===== config.mk =====
export PLATFORM = sky130hd
export DESIGN_NAME = mul_div_controller_flat
export DESIGN_NICKNAME = d
export VERILOG_FILES = /design/src/rtl/mul_div_controller_pkg.sv /design/src/rtl/mul_div_controller_if.sv /design/src/rtl/mul_div_controller_watchdog.sv /design/src/rtl/mul_div_controller.sv /design/src/flat_wrapper.sv
export SDC_FILE = /design/constraint.sdc
export NUM_CORES = 1
export LEC_CHECK = 0
export BUFFER_PORTS_ARGS = -buffer_cell sky130_fd_sc_hd__buf_4
export CAP_MARGIN = 30
export CORE_AREA = 2 2 85 87
export DETAILED_ROUTE_END_ITERATION = 10
export DIE_AREA = 0 0 87 89
export PLACE_DENSITY = 0.66
export SYNTH_ARGS = -nofsm -noshare
export SYNTH_HDL_FRONTEND = slang
export SYNTH_SLANG_ARGS = --single-unit

===== constraint.sdc =====
create_clock -name clk -period 4.2 [get_ports clk]
set_input_delay 0.63 -clock clk [delete_from_list [all_inputs] [get_ports clk]]
set_output_delay 0.63 -clock clk [all_outputs]
set_load 0.02 [all_outputs]

===== src/rtl/mul_div_controller_pkg.sv =====
// mul_div_controller_pkg: shared FSM state encoding and M-extension funct3 codes
package mul_div_controller_pkg;
  typedef enum logic [1:0] {MDC_IDLE = 2'd0, MDC_EXEC = 2'd1, MDC_DONE = 2'd2} mdc_state_t;
  localparam logic [2:0] MUL    = 3'b000;
  localparam logic [2:0] MULH   = 3'b001;
  localparam logic [2:0] MULHSU = 3'b010;
  localparam logic [2:0] MULHU  = 3'b011;
  localparam logic [2:0] DIV    = 3'b100;
  localparam logic [2:0] DIVU   = 3'b101;
  localparam logic [2:0] REM    = 3'b110;
  localparam logic [2:0] REMU   = 3'b111;
endpackage


===== src/rtl/mul_div_controller_if.sv =====
// mul_div_controller_if: controller <-> mul_div_unit handshake
// master (controller): drives dp_start, dp_op, dp_abort; samples dp_done, dp_result
// slave (datapath): the reverse
interface mul_div_controller_if #(parameter int XLEN = 32);
  logic            dp_start;
  logic [2:0]      dp_op;
  logic            dp_abort;
  logic            dp_done;
  logic [XLEN-1:0] dp_result;
  modport master(output dp_start, dp_op, dp_abort, input dp_done, dp_result);
  modport slave(input dp_start, dp_op, dp_abort, output dp_done, dp_result);
endinterface


===== src/rtl/mul_div_controller_watchdog.sv =====
// mdc_watchdog: EXEC cycle counter, flags the last allowed cycle
// clk/reset: clock, async active-high reset; clr: zero counter; en: count; expired: counter at TIMEOUT-1 while enabled
module mdc_watchdog #(
  parameter int TIMEOUT = 64,
  parameter int CNT_W   = $clog2(TIMEOUT + 1)
) (
  input  logic clk,
  input  logic reset,
  input  logic clr,
  input  logic en,
  output logic expired
);
  logic [CNT_W-1:0] cnt;
  always_ff @(posedge clk or posedge reset)
    if (reset) cnt <= '0;
    else if (clr) cnt <= '0;
    else if (en) cnt <= cnt + 1'b1;
  assign expired = en && cnt == CNT_W'(TIMEOUT - 1);
endmodule


===== src/rtl/mul_div_controller.sv =====
// mul_div_controller: sequences the multi-cycle M-extension datapath and stalls the pipeline
// clk/reset: clock, async active-high reset
// ex_*: instruction in EX; flush: kill in-flight op
// dp: datapath handshake (start/op/abort out, done/result in)
// busy/hold_idex/hold_exmem: pipeline stall; result_valid/result/result_rd: captured result; timeout_err: watchdog pulse
module mul_div_controller
  import mul_div_controller_pkg::*;
#(
  parameter int XLEN    = 32,
  parameter int TIMEOUT = 64,
  parameter int CNT_W   = $clog2(TIMEOUT + 1)
) (
  input  logic                 clk,
  input  logic                 reset,
  input  logic                 ex_valid,
  input  logic                 ex_is_mul_div,
  input  logic [2:0]           ex_funct3,
  input  logic [4:0]           ex_rd,
  input  logic                 flush,
  mul_div_controller_if.master dp,
  output logic                 busy,
  output logic                 hold_idex,
  output logic                 hold_exmem,
  output logic                 result_valid,
  output logic [XLEN-1:0]      result,
  output logic [4:0]           result_rd,
  output logic                 timeout_err
);
  mdc_state_t state, next;
  logic start, cap, expired;
  // reset gates start so every output is 0 while reset is held
  assign start = !reset && state == MDC_IDLE && ex_valid && ex_is_mul_div && !flush;
  assign dp.dp_start = start;
  assign hold_idex = busy;
  assign hold_exmem = busy;
  mdc_watchdog #(.TIMEOUT(TIMEOUT), .CNT_W(CNT_W)) u_wd (
    .clk(clk), .reset(reset), .clr(start), .en(state == MDC_EXEC), .expired(expired)
  );
  always_ff @(posedge clk or posedge reset)
    if (reset) state <= MDC_IDLE;
    else state <= next;
  always_ff @(posedge clk or posedge reset)
    if (reset) begin
      dp.dp_op <= '0;
      result_rd <= '0;
      result <= '0;
    end else begin
      if (start) begin
        dp.dp_op <= ex_funct3;
        result_rd <= ex_rd;
      end
      if (cap) result <= dp.dp_result;
    end
  always_comb begin
    next = state;
    busy = 1'b0;
    cap = 1'b0;
    dp.dp_abort = 1'b0;
    timeout_err = 1'b0;
    result_valid = 1'b0;
    case (state)
      MDC_IDLE: begin
        busy = start;
        next = start ? MDC_EXEC : MDC_IDLE;
      end
      MDC_EXEC: begin
        busy = 1'b1;
        if (flush) begin
          dp.dp_abort = 1'b1;
          next = MDC_IDLE;
        end else if (dp.dp_done) begin
          cap = 1'b1;
          next = MDC_DONE;
        end else if (expired) begin
          dp.dp_abort = 1'b1;
          timeout_err = 1'b1;
          next = MDC_IDLE;
        end
      end
      MDC_DONE: begin
        result_valid = !flush;
        next = MDC_IDLE;
      end
      default: next = MDC_IDLE;
    endcase
  end
endmodule


===== src/flat_wrapper.sv =====
// flat-port wrapper written by rule: the top's interface ports become plain ports
module mul_div_controller_flat import mul_div_controller_pkg::*;
#(
  parameter int XLEN    = 32,
  parameter int TIMEOUT = 64,
  parameter int CNT_W   = $clog2(TIMEOUT + 1)
)
  (clk, reset, ex_valid, ex_is_mul_div, ex_funct3, ex_rd, flush, busy, hold_idex, hold_exmem, result_valid, result, result_rd, timeout_err, dp_dp_start, dp_dp_op, dp_dp_abort, dp_dp_done, dp_dp_result);
  mul_div_controller_if #(.XLEN(XLEN)) dp_i ();
  input  logic clk;
  input  logic reset;
  input  logic ex_valid;
  input  logic ex_is_mul_div;
  input  logic [2:0] ex_funct3;
  input  logic [4:0] ex_rd;
  input  logic flush;
  output logic busy;
  output logic hold_idex;
  output logic hold_exmem;
  output logic result_valid;
  output logic [XLEN-1:0] result;
  output logic [4:0] result_rd;
  output logic timeout_err;
  output wire logic [$bits(dp_i.dp_start)-1:0] dp_dp_start;
  output wire logic [$bits(dp_i.dp_op)-1:0] dp_dp_op;
  output wire logic [$bits(dp_i.dp_abort)-1:0] dp_dp_abort;
  input wire logic [$bits(dp_i.dp_done)-1:0] dp_dp_done;
  input wire logic [$bits(dp_i.dp_result)-1:0] dp_dp_result;
  assign dp_dp_start = dp_i.dp_start;
  assign dp_dp_op = dp_i.dp_op;
  assign dp_dp_abort = dp_i.dp_abort;
  assign dp_i.dp_done = dp_dp_done;
  assign dp_i.dp_result = dp_dp_result;
  mul_div_controller #(.XLEN(XLEN), .TIMEOUT(TIMEOUT), .CNT_W(CNT_W)) u_core (.clk(clk), .reset(reset), .ex_valid(ex_valid), .ex_is_mul_div(ex_is_mul_div), .ex_funct3(ex_funct3), .ex_rd(ex_rd), .flush(flush), .dp(dp_i), .busy(busy), .hold_idex(hold_idex), .hold_exmem(hold_exmem), .result_valid(result_valid), .result(result), .result_rd(result_rd), .timeout_err(timeout_err));
endmodule

======== Word level (Yosys, flattened, before mapping) ========
Index checks and enable logic that the tools add are counted.
word-level totals
  bits in registers ....................... 49
  output and inout port bits .............. 47
operators by class
  $add $sub $neg .......................... 1
  multiplexer cells ....................... 18
  reductions and logical operators ........ 9
  equality and inequality tests ........... 4
operators by type and width
  cell                                                                    number
  7-bit two-way mux                                                       2
  1-bit two-way mux                                                       11
  7-bit by 1-bit adder with 7-bit output (second input constant)          1
  7-bit by 6-bit equality test with 1-bit output (second input constant)  1
  2-bit two-way mux                                                       3
  1-bit logical AND                                                       5
  4-bit by 3-bit != test with 1-bit output (second input constant)        1
  2-bit one-hot mux with 2 select lines                                   1
  2-bit by 1-bit equality test with 1-bit output (second input constant)  1
  2-bit equality test (second input constant)                             1
  1-bit logical NOT                                                       2
  2-bit logical NOT                                                       1
  1-bit one-hot mux with 2 select lines                                   1
  2-bit nonzero test                                                      1

======== Depth between registers and ports, before layout ========
Gate-level depths: netlist of run 1.
  depth in word-level cells ............... 7
  depth in mapped cells ................... 5
  mapped depth without buffers ............ 4

======== Cells and area by module ========
From an unflattened synthesis of run 1, not the netlist that was laid out.
second synthesis, totals
  cell total of the unflattened synthesis .. 134
  area total of the unflattened synthesis .. 1965.6 µm²
by module, submodules not included
  module              instances  seq. area each (µm²)  cells each  area each (µm²)
  mul_div_controller  1          1051.0                103         1650.3
  mdc_watchdog        1          175.2                 31          315.3

======== Least setup slack after synthesis of run 1 ========
OpenSTA, ideal clock, no wires.
  path type ............................... register to output
  from .................................... reg u_core.u_wd.cnt[0]
  to ...................................... out timeout_err
  arrival ................................. 1.671 ns
  data required time ...................... 3.570 ns
  buffers on the path ..................... 0
  slack ................................... 1.899 ns
  stages on the path, launching flop included .. 5
  cell sequence ........................... dfrtp_1 > ha_1 > nand3_1 > or3_1 > nor4_1
between the ends
  word-level cells in the longest chain between the ends .. 6
ends and longest elaborated chain
  what                                            line                               text
  from (decl)                                     mul_div_controller_watchdog.sv:13  logic [CNT_W-1:0] cnt;
  from (signal assigned)                          mul_div_controller_watchdog.sv:17  else if (en) cnt <= cnt + 1'b1;
  7-bit by 6-bit equality test with 1-bit output  mul_div_controller_watchdog.sv:18  assign expired = en && cnt == CNT_W'(TIMEOUT - 1);
  1-bit logical AND                               mul_div_controller_watchdog.sv:18
  1-bit two-way mux                               mul_div_controller.sv:74           end else if (expired) begin
  1-bit two-way mux                               mul_div_controller.sv:71           end else if (dp.dp_done) begin
  1-bit two-way mux                               mul_div_controller.sv:68           if (flush) begin
  1-bit two-way mux                               mul_div_controller.sv:61           case (state)
  to (decl)                                       flat_wrapper.sv:23                 output logic timeout_err;
Every way passes these cells.

======== Worst setup path in the final report of run 1 ========
  from .................................... reg u_core.state[0]
  to ...................................... out dp_dp_start
between the ends
  word-level cells in the longest chain between the ends .. 5
ends and longest elaborated chain
  what                             line                      text
  from (decl)                      mul_div_controller.sv:29  mdc_state_t state, next;
  from (signal assigned)           mul_div_controller.sv:41  else state <= next;
  2-bit logical NOT                mul_div_controller.sv:32  assign start = !reset && state == MDC_IDLE && ex_valid && ex_is_mul_div && !flush;
  1-bit logical AND (4 in series)  mul_div_controller.sv:32
  to (decl)                        flat_wrapper.sv:24        output wire logic [$bits(dp_i.dp_start)-1:0] dp_dp_start;
Every way passes these cells.

==> results of run 1 <==
[cell usage in the layout (no fill, tap or decap), types with 3 or more instances in the layout]
| cell | synthesis | routed |
|---|---|---|
| clkbuf_8 | 0 | 5 |
| mux2_2 | 40 | 40 |
| a21oi_1 | 3 | 3 |
| buf_4 | 2 | 93 |
| dfrtp_1 | 49 | 49 |
| or3_1 | 4 | 4 |
| nand2_1 | 4 | 4 |
| nor2_1 | 4 | 4 |
[layer usage]
layer,global-route usage [%],up-vias,part of all wire [%]
met5,0,-,0
met4,3.98,0,0.96
met3,3.51,4,5.4
met2,18.8,44,54
met1,13.0,715,40
li1,-,671,-
[cell type report]
cell class,count,area share [%]
clock buffer,6,2.56
inverter,2,0.265
multi-input combinational,78,24.7
clock inverter,2,0.353
tap,80,3.53
timing repair buffer,94,25.3
sequential,49,43.2
[path summary, 6_finish.rpt]
check,startpoint,endpoint,slack [ns],cells past startpoint
min reg2reg,u_core.result[26],u_core.result[26],0.51,1
max reg2reg,u_core.state[0],u_core.state[0],2.48,4
max,u_core.state[0],dp_dp_start,1.64,4
max in group asynchronous,reset,u_core.result[13],3.40,3
min in group clk,u_core.result[26],u_core.result[26],0.51,1
min,reset,u_core.result[28],0.31,2
[flip-flops by register name, summed over array words and instances, names as in the netlist]
name              cells
u_core.dp.dp_op       3
u_core.state          2
u_core.u_wd.cnt       7
u_core.result        32
u_core.result_rd      5
[cells by family after synthesis]
kind of cell             count (synthesis)  share of synthesized area (%)
flip-flops                              49                           61.3
multiplexers                            42                           23.5
AND/OR/NAND/NOR                         25                           7.38
buffers and inverters                    9                           3.94
AO/OA/AOI/OAI                            8                           2.38
XOR/XNOR                                 2                          0.876
adder cells (fa/ha/maj)                  1                          0.625
[power by group]
group	internal [W]	switching (W)
clock	0.000116	0.000151
sequential	0.000581	0.0000644
combinational	0.000232	0.000219
[Yosys cell counts]
cell       count  area [um^2]
buf_6          5         56.3
nand2b_1       1         6.26
nor3_1         2         10.0
mux2_2        40          450
or4_1          1         7.51
nand4b_1       1         8.76
nor3_2         1         10.0
or3_1          4         25.0
o31ai_1        2         15.0
mux2i_1        2         20.0
nand3_1        2         10.0
inv_1          1         3.75
a21o_1         1         7.51
nor4_1         1         6.26
nand4bb_1      1         11.3
xor2_1         2         17.5
nand2_1        4         15.0
ha_1           1         12.5
o21ai_0        2         10.0
nand3b_1       2         15.0
buf_4          2         15.0
nor3b_1        1         7.51
clkinv_1       1         3.75
nor2_1         4         15.0
a21oi_1        3         15.0
dfrtp_1       49         1230
[metrics by stage]
| stage | cell area [um^2] | utilization, % | total power, W |
|---|---|---|---|
| floorplan | 2000 | - | 0.000891 |
| global placement | 2730 | 40.7 | 0.00110 |
| detailed placement | 2750 | 41.0 | 0.00111 |
| CTS | 2840 | 42.2 | 0.00139 |
| global route | 2840 | 42.2 | 0.00144 |
| finish | 2840 | 42.2 | 0.00136 |
[worst max-delay path: cells and delay by family, from the launching register on]
family | cells | cell delay [ns]
buffers and inverters | 2 | 0.62
and+or+nand+nor | 2 | 0.53
DFF | 1 | 0.48
==> flow_summary.ini, run 1 <==
[outcome]
status = complete, no violations

[clock_tree]
root_buffer = clkbuf_8
cts_sinks = 49
path_clk_slew_ns = 0.09
cts_hold_buf = 0
postCtsSetupBuffers = 0
cts_made_buffers = 5
h-tree-depth = 2
cts_tree = done
post_cts_resized = 0
clk_path_buf_depth = 2
clkLatencyLatePin_ns = 0.30

[logic_synthesis]
avgSynthCellArea_um2 = 14.7
synthCells = 136
synth-warning-count = 0
synthDistinctLibCells = 26
synth.yosys.seq_area_share_pct = 61.3
synthesis.nets = 183
syn-cell-area_um2 = 2000
ys_ff_latch = 49

[global_route]
grt_pass1_vias = 1432
grtUsageTotal_pct = 11.0
grt_first_pass_wirelength_mm = 6.65
grt_overflow = 0
antenna_found_initial = 0
grt_max_degree = 35

[worst_setup_path]
crit_fanout = 10
end_kind = output port
critPathLaunchType = flip-flop
path_class = reg2out
crit_chain = nand4bb_1 -> or3_1 -> clkinv_1 -> buf_4
cpMaxStageDelayCell = dfrtp_1
worstPathRequired_ns = 3.57
critPathMaxStageDelay_ns = 0.48
critPathArrivalTime_ns = 1.93

[floorplanning]
core_um2 = 6720
initial_utilization_pct = 29.8
row_count = 30
die_w_um = 87
dieArea_um2 = 7740
io_pins = 93
dieHeight_um = 89

[power]
peakVddDrop_v = 0.000173
p_leak_nw = 1.40
powerDensity_nw_per_um2 = 481

[placement]
dpl.hpwl_mm = 3.11
portBuffers = 92
place_inst = 303
gp_congestion = 0.712
dp_slack_ns = 1.70

[layout]
syn_to_final_growth_pct = 41.8
layout-drive-gt1-share_pct = 61.9
seq_area_um2 = 1230
antennaDiodeCount = 0
final_cells = 311
fillers = 624
multi_input_area_um2 = 702
nets = 277

[drt]
ant_nets = 0
wl_per_cell_um = 13.7
via_per_inst = 4.61
drtPass1Iterations = 4
drtIter0Drc = 45
post-route-drc-count = 0
drt-total-wl_mm = 4.26
dr_total_vias = 1434

[timing]
rsz0062_at_grt = false
fmax_ghz = 0.391
timing.final.ws_setup_ns = 1.64
period_share_pct = 60.9
fin_crit_ns = 2.56
report.final.hold_viol_count = 0
finClkSkew_ns = 0.00790
timing.hold.ws_ns = 0.306
timing.final.max_slew_violations = 0
maxSlewHeadroom_pct = 71.0
worstMarginPinSlew_ns = 0.435
setup_tns_ns = 0
finalSetupViolations = 0

[hold_path]
hp-class = in2async

[flow_run]
cap_violations = 0
Note: power is estimated with default switching activity, not from simulation.
==> run 2: changes to the inputs <==
--- a/config.mk
+++ b/config.mk
@@ -10,7 +10,7 @@
 export CORE_AREA = 2 2 85 87
 export DETAILED_ROUTE_END_ITERATION = 10
 export DIE_AREA = 0 0 87 89
-export PLACE_DENSITY = 0.66
+export PLACE_DENSITY = 0.68
 export SYNTH_ARGS = -nofsm -noshare
 export SYNTH_HDL_FRONTEND = slang
 export SYNTH_SLANG_ARGS = --single-unit
==> constraint.sdc (replaced) <==
create_clock -name clk -period 2.14 [get_ports clk]
set_input_delay 0.321 -clock clk [delete_from_list [all_inputs] [get_ports clk]]
set_output_delay 0.321 -clock clk [all_outputs]
set_load 0.02 [all_outputs]
==> run 2 against run 1 <==
  * Count of clock-buffer cells in the layout grew 1
  * Sequential power up 95%
  * Total power increased by 110%
  * Die area stayed put
  * Non-clock buffer count rose by 4
  * Utilization increased by 1.5 points
  * Worst setup slack got worse by 1.5 ns
  * Sequential share of layout area down 1.5 points
  * Cell area rose by 3.5%
  * Wire length rose by 0.63%
  * First-iteration DRC count shrank 13%
  * Critical path type unchanged
  * Critical endpoint is now dp_dp_abort
  * Largest cell class unchanged
  * Highest routed layer unchanged
==> flow_summary.ini, run 2 (synthesis gave the netlist of run 1 again) <==
[outcome]
status = complete, no violations

[worst_setup_path]
crit_fanout = 5
critPathArrivalTime_ns = 1.72
worst_r2r_path_depth = 3
cp.depth = 5
cp_top_family = simple AND/OR/NAND/NOR gates
cpMaxStageDelayCell = dfrtp_1
critPathLaunchType = flip-flop
worstPathRequired_ns = 1.82
worst-path-buf-inv = 1
crit_chain = ha_2 -> nand3_2 -> or3_4 -> o31ai_2 -> buf_4
end_kind = output port
path_class = reg2out
regToRegSetupSlack_ns = 0.52
critPathMaxStageDelay_ns = 0.38

[drt]
ant_nets = 0
wl_per_cell_um = 13.6
drtPass1Iterations = 4
drtIter0Drc = 39
post-route-drc-count = 0
dr_total_vias = 1440
drt-total-wl_mm = 4.28
via_per_inst = 4.57

[clock_tree]
clkLatencyLatePin_ns = 0.29
path_clk_slew_ns = 0.09
h-tree-depth = 2
cts_made_buffers = 5
cts_tree = done
cts_hold_buf = 0
cts_sinks = 49
root_buffer = clkbuf_8
clk_path_buf_depth = 2

[layout]
fillers = 613
final_cells = 315
top_regs = u_core.result (32), u_core.u_wd.cnt (7), u_core.result_rd (5)
layout-drive-gt1-share_pct = 64.7
antennaDiodeCount = 0
syn_to_final_growth_pct = 46.8
seq_area_um2 = 1230
fin_area_um2 = 2940
multi_input_area_um2 = 726
top_register = u_core.result
final_cell_mix = 96 x buf_4, 49 x dfrtp_1, 40 x mux2_2, 6 x clkbuf_8
nets = 281
mostFrequentLayoutCell = buf_4
largest_reg_flops = 32

[power]
p_int_w = 0.00200
peakVddDrop_v = 0.000303
p_leak_nw = 1.44
comb_power_share_pct = 32.2
power_frac_seq_pct = 44.3
p_sw_w = 0.000854
p_sw_share_pct = 29.9
powerDensity_nw_per_um2 = 972
pwr-share-clk_pct = 23.5

[global_route]
grt_max_degree = 50
met1_usage_pct = 13.5
grtUsageTotal_pct = 11.1
grt_overflow = 0
top_usage_layer = met2
grt_pass1_vias = 1344
antenna_found_initial = 0
groute.layer.met3.usage_pct = 4.16
grtUsageMet2_pct = 18.2
grt_first_pass_wirelength_mm = 6.57

[timing]
report.final.hold_viol_count = 0
setup_tns_ns = 0
timing.final.max_slew_violations = 0
rsz0062_at_grt = false
timing.hold.ws_ns = 0.0692
fin_crit_ns = 2.04
finalSetupViolations = 0
finClkSkew_ns = 0.00469
period_share_pct = 95.3
worstMarginPinSlew_ns = 0.409
maxSlewHeadroom_pct = 72.7
fmax_ghz = 0.490
timing.final.ws_setup_ns = 0.100

[floorplanning]
core_um2 = 6720
row_count = 30
die_w_um = 87
io_pins = 93
initial_utilization_pct = 29.8
dieHeight_um = 89
dieArea_um2 = 7740

[flow_run]
cap_violations = 0

[placement]
dpl.hpwl_mm = 3.05
place_inst = 305
dpl_cell_area_um2 = 2780
dp_slack_ns = 0.338
portBuffers = 92
gp_congestion = 0.746

[hold_path]
hp-class = in2async
[run 2: changes by cell type in the layout (fill, tap and decap cells not counted), sizes merged]
cell / previous run / this run
buf: 94 / 98
clkinv: 3 / 1
bufinv: 0 / 1
clkbuf: 6 / 7
[run 2: worst paths after layout]
kind                                     start                  end
max in group asynchronous                reset     u_core.result[3]
min                                      reset   u_core.dp.dp_op[0]
max                         u_core.u_wd.cnt[1]          dp_dp_abort
min in group clk              dp_dp_result[12]    u_core.result[12]
min reg2reg                u_core.result_rd[2]  u_core.result_rd[2]
max reg2reg                    u_core.state[1]   u_core.u_wd.cnt[6]
[run 2: repair_timing]
action | CTS | global route
pin swaps | 0 | 1
resized for setup | 1 | 4
setup buffers | 0 | 2
setup endpoints to repair | 2 | 2
gates cloned | 0 | 0
[run 2: final cells by class]
class	count	share of cell area (%)
clock buffer	7	2.94
sequential	49	41.8
multi-input combinational	78	24.7
timing repair buffer	98	25.9
tap	80	3.41
inverter	2	0.256
clock inverter	1	1.02
[run 2: worst min-delay path, cell delays in order]
cell    delay (ns)
buf_4         0.11
inv_2         0.06
buf_12        0.26
[run 2: power groups by stage]
stage / Combinational (W) / Clock [W] / Sequential, W
final: 0.000919 / 0.000672 / 0.00126
after CTS: 0.000903 / 0.000713 / 0.00127
after global routing: 0.000977 / 0.000740 / 0.00129
after global placement: 0.000891 / 0 / 0.00127
after detailed placement: 0.000902 / 0 / 0.00128
after floorplan: 0.000244 / 0 / 0.00151
[run 2: metrics by stage]
stage          power (W)  util, %
3_3_place_gp     0.00216     41.4
2_1_floorplan    0.00175        -
4_1_cts          0.00288     43.2
5_1_grt          0.00301     43.7
6_report         0.00286     43.7
3_5_place_dp     0.00219     41.4
[run 2: per-layer routing]
metal	share of wire [%]	vias up
met3	6.6	5
met4	0.72	0
met1	40	714
met2	53	41
met5	0	-
li1	-	680
